<file path="src/rtl/led_seq_ctrl.sv">
// -----------------------------------------------------------------------------
// led_seq_ctrl
//   The only driver of the board LEDs. Shows one of four patterns (off, flowing
//   one-hot, blink, binary count) that advance by one step every TICK_CNT
//   unpaused clock cycles. A debounced mode_req pulse moves to the next mode and
//   loads that mode's starting pattern. The pause level freezes both the
//   prescaler and the pattern.
//
// Parameters
//   TICK_CNT  clock cycles per pattern step (>= 2)
//   LED_W     number of LEDs (>= 2)
//
// Ports
//   clk        system clock, rising edge
//   rst_n      asynchronous active-low reset
//   mode_req   single-cycle request to advance the mode
//   pause      level; while high the prescaler and pattern hold
//   dir        FLOW direction: 0 rotates toward the MSB, 1 toward the LSB
//   led        registered LED drive, 1 = on
//   mode       current mode: 0 OFF, 1 FLOW, 2 BLINK, 3 COUNT
//   mode_ack   one-cycle pulse, mode_req was taken
//   step_tick  one-cycle pulse, first cycle a new stepped pattern is on led
//
// Mode FSM
//   state   | meaning
//   M_OFF   | led held at all zeros (steps still tick)
//   M_FLOW  | one-hot rotates one place per step, direction from dir
//   M_BLINK | led inverts each step, starts all ones
//   M_COUNT | led counts up modulo 2^LED_W, starts at zero
//   Every accepted mode_req moves to the next row and wraps from M_COUNT to M_OFF.
// -----------------------------------------------------------------------------
module led_seq_ctrl #(
  parameter int TICK_CNT = 25_000_000,
  parameter int LED_W    = 2
) (
  input  logic             clk,
  input  logic             rst_n,
  input  logic             mode_req,
  input  logic             pause,
  input  logic             dir,
  output logic [LED_W-1:0] led,
  output logic [1:0]       mode,
  output logic             mode_ack,
  output logic             step_tick
);

  localparam int CNT_W = (TICK_CNT > 2) ? $clog2(TICK_CNT) : 1;
  localparam logic [CNT_W-1:0] CNT_MAX = CNT_W'(TICK_CNT - 1);

  typedef enum logic [1:0] {
    M_OFF   = 2'd0,
    M_FLOW  = 2'd1,
    M_BLINK = 2'd2,
    M_COUNT = 2'd3
  } mode_t;

  mode_t            mode_q, mode_nxt;
  logic [CNT_W-1:0] cnt_q, cnt_nxt;
  logic [LED_W-1:0] led_q, led_nxt;
  logic             ack_q, ack_nxt;
  logic             tick_q, tick_nxt;

  always_ff @(posedge clk or negedge rst_n) begin
    if (!rst_n) begin
      mode_q <= M_OFF;
      cnt_q  <= '0;
      led_q  <= '0;
      ack_q  <= 1'b0;
      tick_q <= 1'b0;
    end else begin
      mode_q <= mode_nxt;
      cnt_q  <= cnt_nxt;
      led_q  <= led_nxt;
      ack_q  <= ack_nxt;
      tick_q <= tick_nxt;
    end
  end

  always_comb begin
    mode_nxt = mode_q;
    cnt_nxt  = cnt_q;
    led_nxt  = led_q;
    ack_nxt  = 1'b0;
    tick_nxt = 1'b0;

    if (mode_req) begin
      // A request beats a coinciding wrap: the step that would have happened
      // on this edge is dropped and the new mode starts a full interval.
      mode_nxt = mode_t'(mode_q + 2'd1);
      cnt_nxt  = '0;
      ack_nxt  = 1'b1;
      unique case (mode_nxt)
        M_OFF:   led_nxt = '0;
        M_FLOW:  led_nxt = LED_W'(1);
        M_BLINK: led_nxt = '1;
        M_COUNT: led_nxt = '0;
        default: led_nxt = '0;
      endcase
    end else if (!pause) begin
      if (cnt_q == CNT_MAX) begin
        cnt_nxt  = '0;
        tick_nxt = 1'b1;
        unique case (mode_q)
          M_OFF:   led_nxt = '0;
          M_FLOW:  led_nxt = dir ? {led_q[0], led_q[LED_W-1:1]}
                                 : {led_q[LED_W-2:0], led_q[LED_W-1]};
          M_BLINK: led_nxt = ~led_q;
          M_COUNT: led_nxt = led_q + LED_W'(1);
          default: led_nxt = '0;
        endcase
      end else begin
        cnt_nxt = cnt_q + CNT_W'(1);
      end
    end
  end

  assign led       = led_q;
  assign mode      = mode_q;
  assign mode_ack  = ack_q;
  assign step_tick = tick_q;

endmodule

</file>
<file path="config.mk">
export PLATFORM = sky130hd
export DESIGN_NAME = led_seq_ctrl
export DESIGN_NICKNAME = d
export VERILOG_FILES = /design/src/rtl/led_seq_ctrl.sv
export SDC_FILE = /design/constraint.sdc
export NUM_CORES = 1
export LEC_CHECK = 0
export ABC_CLOCK_PERIOD_IN_PS = 2450
export CELL_PAD_IN_SITES_DETAIL_PLACEMENT = 1
export CELL_PAD_IN_SITES_GLOBAL_PLACEMENT = 1
export CORE_ASPECT_RATIO = 0.8
export CORE_MARGIN = 5
export CORE_UTILIZATION = 46
export CTS_CLUSTER_DIAMETER = 150
export DETAILED_ROUTE_END_ITERATION = 6
export GPL_ROUTABILITY_DRIVEN = 0
export PLACE_DENSITY = 0.75
export SLEW_MARGIN = 15
export SYNTH_ARGS = -nofsm -noshare
export SYNTH_HDL_FRONTEND = slang
export SYNTH_SLANG_ARGS = --single-unit
</file>
<file path="constraint.sdc">
create_clock -name clk -period 2.45 [get_ports clk]
set_input_delay 0.3675 -clock clk [delete_from_list [all_inputs] [get_ports clk]]
set_output_delay 0.3675 -clock clk [all_outputs]
set_load 0.01 [all_outputs]
</file>
== Word-level counts from Yosys, hierarchy flattened ==
Cells that the tools add are included.
W data, S select, Z words.

* Magnitude comparators: 0
* Muxes and demuxes: 12
* Div/mod/pow operators: 0
* $mul: 0
* Bitwise logic cells: 1
* Eq/ne operators: 8
* Add/sub/neg operators: 3
* Shift-type cells: 0
* Reduce and logical (&&, ||, !) cells: 5

{| class="wikitable"
|+ Operators by type and width
! cell !! count
|-
| $mux W25 || 3
|-
| $add A25 B1 Y25 const B || 1
|-
| $eq A25 B25 Y1 const B || 1
|-
| $eq A2 B2 Y1 const B || 4
|-
| $pmux W2 S4 || 1
|-
| $mux W2 || 3
|-
| $pmux W2 S3 || 1
|-
| $add A2 B1 Y2 const B || 2
|-
| $eq A2 B1 Y1 const B || 2
|-
| $logic_not A2 Y1 || 2
|-
| $mux W1 || 4
|-
| $ne A2 B2 Y1 const B || 1
|-
| $not A2 Y2 || 1
|-
| $reduce_and A2 Y1 || 1
|-
| $reduce_bool A2 Y1 || 1
|-
| $reduce_or A2 Y1 || 1
|}

* Latch bits: 0
* Logic and storage cells: 34
* Memories kept: 0
* Bits in writable memories: 0
* Register bits after elaboration: 31
* ROM bits: 0

== Depth between registers and ports, before layout ==
Gate-level depths: netlist of the first run.

* Depth in word-level cells: 5
* Gate-level depth with buffers: 7

== Worst setup path after synthesis of the first run ==
OpenSTA, ideal clock, no wires.

* Kind: register to register
* Start: register cnt_q[0]
* End: register cnt_q[17]
* Buffers on the path: 0
* Period minus slack after synthesis: 1.694 ns
* Arrival time: 1.616 ns
* Slack: 0.756 ns
* Required time: 2.372 ns
* Cell stages (with the launch flop): 7
* Path through: dfrtp_1 -> ha_1 -> nor4b_1 -> and3_1 -> a21o_1 -> or3_1 -> a21oi_1

* Cells in the longest elaborated chain, start to end: 4
* Elaborated cells between the ends (all ways): 5
* Those cells by class: add/sub: 1; eq/ne: 1; mux: 3

{| class="wikitable"
|+ Ends and longest elaborated chain
! what !! RTL line !! text
|-
| from (decl) || 58 || <nowiki>logic [CNT_W-1:0] cnt_q, cnt_nxt;</nowiki>
|-
| from (signal assigned) || 72 || <nowiki>cnt_q <= cnt_nxt;</nowiki>
|-
| $add A25 B1 Y25 or $eq A25 B25 Y1 (tied branches) || 112, 100 ||
|-
| $mux W25 (*) || 100 || <nowiki>if (cnt_q == CNT_MAX) begin</nowiki>
|-
| $mux W25 (*) || 99 || <nowiki>end else if (!pause) begin</nowiki>
|-
| $mux W25 (*) || 86 || <nowiki>if (mode_req) begin</nowiki>
|}

Mark *: on every way between the ends. The rest lies on a longest branch, timed or not. The select of a mux whose other input is x is not followed.
A chain may end at the register's enable or synchronous reset.

== Final worst setup path of the first run ==
* Start: register cnt_q[11]
* End: register cnt_q[10]

* Cells in the longest elaborated chain, start to end: 4

{| class="wikitable"
|+ Ends and longest elaborated chain
! what !! RTL line
|-
| $eq A25 B25 Y1 || 100
|-
| $mux W25 || 100
|-
| $mux W25 || 99
|-
| $mux W25 || 86
|}

Every way passes these cells. The select of a mux whose other input is x is not followed.

==> results of run 1 <==
power by group through the flow:
stage	clock, mW	sequential (mW)	combinational [mW]
finish	0.445	0.603	0.317
global route	0.479	0.612	0.359
CTS	0.462	0.603	0.321
detailed placement	0	0.612	0.320
global placement	0	0.607	0.306
floorplan	0	0.619	0.180
cell usage in the layout, fill, tap and decap left out, drive strengths merged, types with 4 or more instances in the layout:
cell type / instances
dfrtp: 31
nor2: 26
o21ai: 6
nand4: 7
nand3: 13
or3: 5
clkdlybuf4s50: 9
nor4: 4
xor2: 16
a21oi: 8
nor3: 5
inv: 5
clkbuf: 8
ha: 6
nand2: 21
through the flow:
step	setup slack, ns	std cells
2_1_floorplan	0.756	187
5_1_grt	0.396	258
3_3_place_gp	0.461	250
4_1_cts	0.490	258
3_5_place_dp	0.377	250
6_report	0.524	258
how the worst max path moves through the flow:
stage	end	from	slack, ns	depth (start not counted)
floorplan	cnt_q[17]$_DFFE_PN0P_	cnt_q[0]$_DFFE_PN0P_	0.76	6
global placement	cnt_q[14]$_DFFE_PN0P_	mode_req	0.46	6
detailed placement	cnt_q[14]$_DFFE_PN0P_	mode_req	0.38	6
CTS	cnt_q[15]$_DFFE_PN0P_	cnt_q[0]$_DFFE_PN0P_	0.49	6
global route	cnt_q[11]$_DFFE_PN0P_	cnt_q[0]$_DFFE_PN0P_	0.40	6
finish	cnt_q[10]$_DFFE_PN0P_	cnt_q[11]$_DFFE_PN0P_	0.52	5
layer usage:
metal,vias to the layer above,global-route usage [%],wire [um]
li1,680,-,-
met1,679,23.1,2030
met2,15,29.8,1930
met3,9,4.09,105
met4,0,7.59,89
met5,-,0,0
layout make-up:
cell class              count  area (um^2)
flip-flops and latches     31          776
multi-input cells         147          985
well taps                  55         68.8
fillers                   444         1740
repair buffers             12          113
inverters                   5         18.8
clock buffers               8          100
flip-flops by register name, indices dropped and copies added, names as in the netlist:
register,cells
led,2
step_tick,1
mode_ack,1
mode,2
cnt_q,25
cell families (layout without fill, tap and decap cells):
family / count (synthesis) / after routing / synth area share, %
XOR/XNOR: 19 / 19 / 9.19
flip-flops: 31 / 31 / 42.8
AND/OR/NAND/NOR: 97 / 97 / 32.3
AO/OA/AOI/OAI: 23 / 23 / 7.60
multiplexers: 2 / 2 / 1.11
adder cells (fa/ha/maj): 6 / 6 / 4.15
buffers and inverters: 9 / 25 / 2.76
==> impl_metrics.tcl, run 1 <==
set metrics [dict create \
    cts_buffers 5 \
    final.period_utilization_pct 78.6 \
    portBuffers 9 \
    slew_headroom_pct 63.5 \
    rr_worst_depth 5 \
    criticalPathCategory "flip-flop to flip-flop" \
    ctsHoldBuffers 0 \
    crit_chain "nand4_4 -> nor4_4 -> nand4bb_2 -> nand2b_2 -> nor2_1" \
    vias 1383 \
    synth_flop_cell "dfrtp_1" \
    ctsLongestPathBuffers 2 \
    final_nets 213 \
    p_seq_share_pct 44.2 \
    arrival_ns 2.08 \
    cts_resized 0 \
    r2r_slack_ns 0.52 \
    syn_avg_cell_area_um2 9.68 \
    cts_tree "done" \
    synth_area_um2 1810 \
    synth_commonest_cells "31 x dfrtp_1, 21 x nand2_1, 16 x xor2_1" \
    cp_max_fo 13 \
    grt_max_degree 32 \
    p_sw_share_pct 29.1 \
    firstDrtPassIters 4 \
    tns_ns 0 \
    ir_drop_mv 0.364 \
    syn_to_final_growth_pct 13.8 \
    grt_pass1_vias 1468 \
    fp.dieH_um 66.1 \
    cpPeakStageDelay_ns 0.48 \
    status "finished, final reports clean" \
    crit_path_start_kind "flip-flop" \
    final_area_um2 2060 \
    clock.fmax_ghz 0.519 \
    drive_above_1_share_pct 14.3 \
    die_width_um 80.1 \
    viasPerCell 5.36 \
    synth_most_common_cell "dfrtp_1" \
    crit_required_ns 2.61 \
    critPathBufInv 0 \
    ant_nets 0 \
    diodes 0 \
    power.density_nw_per_um2 662 \
    synth_nets 198 \
    cpMaxStageDelayCell "dfrtp_1" \
    ioPinCount 11 \
    setup_viol 0 \
    drc_errors 0 \
    grt_pass1_wl_um 7220 \
    reg2reg_from "cnt_q[11]$_DFFE_PN0P_" \
    die-area_um2 5300 \
    async_flop_share_pct 100 \
    hold_viol_final 0 \
    grt_overflow 0 \
    final_util_pct 54.2 \
    post-dp-hpwl_um 2990 \
    switchingPower_uw 397 \
    power_frac_comb_pct 23.2 \
    wirelength_um 4160 \
    clk_latency_ns 0.28 \
    start_util_pct 47.6 \
    p_int_uw 968 \
    clkPwrFrac_pct 32.6 \
    slew_viol_final 0 \
    postPlaceCellArea_um2 1960 \
    synth_area_leaders "dfrtp_1 43%, xor2_1 7.7%, nand2_1 4.4%" \
    hold_class "input pin to asynchronous set/reset pin" \
    tightest_slew_ns 0.544 \
    p_leak_nw 0.855 \
    wl_per_cell_um 16.1 \
    synth_edf_count 0 \
    synth_cell_types 41 \
    grt_use_total_pct 18.2 \
    p_total_mw 1.36 \
    timing.hold.ws_ns 0.475 \
    skew_ns 0.00390 \
    cts_max_level 2 \
    seq_area_frac_synth_pct 42.8 \
    rows 20 \
    cts_num_sinks 31 \
    antenna_found_initial 0 \
    maxCapViolCount 0 \
    yosys_register_bits 31 \
    drtIter0Drc 74 \
    rsz0062_at_grt "no" \
    post_cts.repair.setup_buffers 0 \
    end_kind "flip-flop" \
    core_area_um2 3800 \
    finalCriticalPeriod_ns 1.93 \
    reg2reg_to "cnt_q[10]$_DFFE_PN0P_" \
    root_buffer "clkbuf_8" \
    synth_top_area_cell "dfrtp_1" \
    crit_family "simple AND/OR/NAND/NOR gates" \
    yosys_warnings 0 \
    synth_top_area_share_pct 42.8 \
    clkTransAtPathRegs_ns 0.06 \
    postSynthCellCount 187 \
]
Power figures use the tool's default switching activity.
==> inputs of run 2 (changes only) <==
ABC_CLOCK_PERIOD_IN_PS = 1900   (was 2450)
clock period = 1.9 ns   (was 2.45 ns; I/O delays follow)
==> impl_metrics.tcl, run 2 (synthesized netlist as in run 1, its figures left out) <==
set metrics [dict create \
    final_nets 222 \
    arrival_ns 2.04 \
    antenna_found_initial 0 \
    reg2reg_to "cnt_q[21]$_DFFE_PN0P_" \
    ioPinCount 11 \
    wirelength_um 4700 \
    hold_viol_final 0 \
    syn_to_final_growth_pct 21.1 \
    viasPerCell 5.43 \
    maxCapViolCount 0 \
    postPlaceCellArea_um2 2020 \
    wl_per_cell_um 17.6 \
    drtIter0Drc 49 \
    start_util_pct 47.6 \
    clk_latency_ns 0.30 \
    r2r_slack_ns 0.03 \
    portBuffers 9 \
    layout_common_cells "31 x dfrtp_1, 20 x nand2_1, 16 x xor2_1, 15 x nor2_1" \
    regMostFlops "cnt_q" \
    core_area_um2 3800 \
    setup_viol 0 \
    grt_pass1_wl_um 7930 \
    drive_above_1_share_pct 22.2 \
    cts_tree "done" \
    cts_num_sinks 31 \
    grt_overflow 0 \
    hold_class "input pin to asynchronous set/reset pin" \
    cts_max_level 2 \
    post-dp-hpwl_um 3140 \
    end_kind "flip-flop" \
    firstDrtPassIters 4 \
    rr_worst_depth 5 \
    slew_headroom_pct 66.5 \
    rows 20 \
    power.density_nw_per_um2 819 \
    cp_max_fo 6 \
    crit_required_ns 2.07 \
    tns_ns 0 \
    diodes 0 \
    p_total_mw 1.79 \
    cts_buffers 5 \
    final_cell_count_no_fill 267 \
    clkTransAtPathRegs_ns 0.07 \
    final_area_um2 2190 \
    root_buffer "clkbuf_8" \
    ctsHoldBuffers 0 \
    timing.hold.ws_ns 0.382 \
    final.period_utilization_pct 98.5 \
    finalCriticalPeriod_ns 1.87 \
    cp-startpoint "cnt_q[17]$_DFFE_PN0P_" \
    crit_path_start_kind "flip-flop" \
    drc_errors 0 \
    grt_use_total_pct 20.1 \
    skew_ns 0.00793 \
    reg2reg_from "cnt_q[17]$_DFFE_PN0P_" \
    largest_reg_flops 25 \
    die_width_um 80.1 \
    grt_max_degree 32 \
    die-area_um2 5300 \
    vias 1450 \
    p_leak_nw 0.910 \
    tightest_slew_ns 0.498 \
    ctsLongestPathBuffers 2 \
    slew_viol_final 0 \
    place_inst 256 \
    clock.fmax_ghz 0.534 \
    fp.dieH_um 66.1 \
    ir_drop_mv 0.582 \
    final_common_cell "dfrtp_1" \
    ant_nets 0 \
    status "finished, final reports clean" \
    grt_pass1_vias 1581 \
    criticalPathCategory "flip-flop to flip-flop" \
]
[run 2: area by class of cell]
cell class                 count  area, um^2
fill                         443        1610
multi-input combinational    147        1040
sequential                    31         776
timing repair buffer          21         193
clock buffer                   8         100
tap                           55        68.8
inverter                       5        18.8
[run 2: worst max-delay path by stage]
| stage | endpoint |
|---|---|
| 3_5_place_dp | cnt_q[13]$_DFFE_PN0P_ |
| 5_1_grt | cnt_q[0]$_DFFE_PN0P_ |
| 3_3_place_gp | cnt_q[19]$_DFFE_PN0P_ |
| 4_1_cts | cnt_q[21]$_DFFE_PN0P_ |
| 6_report | cnt_q[21]$_DFFE_PN0P_ |
| 2_1_floorplan | cnt_q[17]$_DFFE_PN0P_ |
[run 2: report_power, final]
group	switching (mW)	internal [mW]	total, mW
clock	0.258	0.330	0.589
sequential	0.0707	0.707	0.777
combinational	0.209	0.219	0.428
[run 2: stage by stage]
stage / utilization [%] / setup WS [ns]
floorplan: - / 0.206
global placement: 53.1 / 0.0596
detailed placement: 53.1 / -0.00433
CTS: 56.2 / 0.0164
global route: 57.6 / -0.0403
finish: 57.6 / 0.0284
[run 2: timing repair]
item,CTS,global route
gates resized for setup,3,8
buffers inserted,1,2
endpoints found under the setup margin,1,11
pin swaps,0,2
endpoints found under the hold margin,0,0
[run 2: layer usage]
layer / track usage, % / share of wire, % / wire length (um)
met1: 25.7 / 47 / 2200
met2: 32.6 / 49 / 2280
met3: 4.22 / 2.7 / 126
met4: 9.28 / 1.9 / 87
met5: 0 / 0 / 0
[run 2: worst max-delay path, stage by stage, from the launching register on]
cell      delay, ns
dfrtp_1        0.44
nand3b_1       0.23
nor4_4         0.49
nand2_2        0.20
a31oi_1        0.29
a21oi_2        0.09
==> inputs of run 3 (changes only) <==
RECOVER_POWER = 50   (was unset)
==> impl_metrics.tcl, run 3 (synthesized netlist as in run 1, its figures left out) <==
set metrics [dict create \
    largest_reg_flops 25 \
    final_nets 222 \
    die_width_um 80.1 \
    grt_overflow 0 \
    tightest_slew_ns 0.801 \
    wl_per_cell_um 17.6 \
    ant_nets 0 \
    ioPinCount 11 \
    antenna_found_initial 0 \
    final_common_cell "dfrtp_1" \
    crit_path_start_kind "flip-flop" \
    register_area_um2 776 \
    grt_pass1_vias 1581 \
    firstDrtPassIters 4 \
    cts_max_level 2 \
    portBuffers 9 \
    criticalPathCategory "flip-flop to flip-flop" \
    drtIter0Drc 49 \
    ir_drop_mv 0.582 \
    critPathBufInv 0 \
    regMostFlops "cnt_q" \
    p_total_mw 1.79 \
    skew_ns 0.00793 \
    clock.fmax_ghz 0.534 \
    slew_viol_final 0 \
    rr_worst_depth 5 \
    wirelength_um 4690 \
    p_leak_nw 0.910 \
    end_kind "flip-flop" \
    ctsHoldBuffers 0 \
    viasPerCell 5.43 \
    root_buffer "clkbuf_8" \
    hold_viol_final 0 \
    slew_headroom_pct 46.6 \
    timing.hold.ws_ns 0.566 \
    final.period_utilization_pct 98.5 \
    postPlaceCellArea_um2 2020 \
    clk_latency_ns 0.30 \
    crit_required_ns 2.07 \
    drc_errors 0 \
    setup_viol 0 \
    final_util_pct 57.6 \
    cts_tree "done" \
    ctsLongestPathBuffers 2 \
    grt_use_total_pct 20.1 \
    start_util_pct 47.6 \
    cpMaxStageDelayCell "nor4_4" \
    whs_path_depth 2 \
    maxCapViolCount 0 \
    cp_max_fo 6 \
    layout_common_cells "31 x dfrtp_1, 20 x nand2_1, 16 x xor2_1, 15 x nor2_1, 11 x nor2_2" \
    hold_class "flip-flop to flip-flop" \
    fp.dieH_um 66.1 \
    grt_max_degree 32 \
    cpPeakStageDelay_ns 0.49 \
    grt_pass1_wl_um 7930 \
    post-dp-hpwl_um 3140 \
    status "finished, final reports clean" \
    cp.depth 5 \
    arrival_ns 2.04 \
    drive_above_1_share_pct 22.2 \
    crit_chain "nand3b_1 -> nor4_4 -> nand2_2 -> a31oi_1 -> a21oi_2" \
    multi_input_comb_area_um2 1040 \
    power.density_nw_per_um2 819 \
    crit_family "simple AND/OR/NAND/NOR gates" \
    syn_to_final_growth_pct 20.9 \
    tns_ns 0 \
    clkTransAtPathRegs_ns 0.07 \
    diodes 0 \
    die-area_um2 5300 \
    vias 1451 \
    rows 20 \
    cts_num_sinks 31 \
    cts_buffers 5 \
    r2r_slack_ns 0.03 \
    final_area_um2 2190 \
    fill_cells 444 \
    core_area_um2 3800 \
    finalCriticalPeriod_ns 1.87 \
]
[run 3: cell count changes in the layout (fill, tap and decap cells not counted), sizes merged]
cell and delta:
dlygate4sd3 +2, clkbuf +1, buf -1, clkdlybuf4s50 -2
[run 3: layer usage]
metal | wire length (um) | global-route usage (%) | up-vias
li1 | - | - | 699
met3 | 126 | 4.22 | 6
met5 | 0 | 0 | -
met2 | 2280 | 32.6 | 14
met4 | 87 | 9.28 | 0
met1 | 2200 | 25.7 | 732
[run 3: where the power goes]
| group | leakage [nW] | switching (mW) | total [mW] | internal (mW) |
|---|---|---|---|---|
| logic | 0.436 | 0.209 | 0.427 | 0.218 |
| clock network | 0.0515 | 0.258 | 0.589 | 0.330 |
| registers | 0.423 | 0.0707 | 0.777 | 0.707 |
[run 3: cell type report]
type,count,share of cell area [%]
repair buffers,21,8.69
clock buffers,8,4.57
inverters,5,0.857
well taps,55,3.14
multi-input cells,147,47.3
flip-flops and latches,31,35.4
[run 3: repair_timing]
action,in CTS,in global routing
cloned,0,0
endpoints found under the hold margin,0,0
setup endpoints to repair,1,11
pin swaps,0,2
gates resized for setup,3,8
setup buffers,1,2
[run 3: worst reg2reg max path, stage by stage, from the launching register on]
cell	delay (ns)
dfrtp_1	0.44
nand3b_1	0.23
nor4_4	0.49
nand2_2	0.21
a31oi_1	0.29
a21oi_2	0.09
[run 3: path summary, 6_finish.rpt]
check,startpoint,endpoint
min in group asynchronous,rst_n,cnt_q[1]$_DFFE_PN0P_
worst max-delay path,cnt_q[17]$_DFFE_PN0P_,cnt_q[21]$_DFFE_PN0P_
worst min register to register,cnt_q[1]$_DFFE_PN0P_,cnt_q[1]$_DFFE_PN0P_
worst min-delay path,cnt_q[1]$_DFFE_PN0P_,cnt_q[1]$_DFFE_PN0P_
max in group asynchronous,rst_n,cnt_q[14]$_DFFE_PN0P_
worst max register to register,cnt_q[17]$_DFFE_PN0P_,cnt_q[21]$_DFFE_PN0P_
[run 3: through the flow]
stage | instances | setup slack (ns)
5_1_grt | 267 | -0.0403
4_1_cts | 265 | 0.0164
2_1_floorplan | 187 | 0.206
3_3_place_gp | 256 | 0.0596
6_report | 267 | 0.0284
3_5_place_dp | 256 | -0.00433
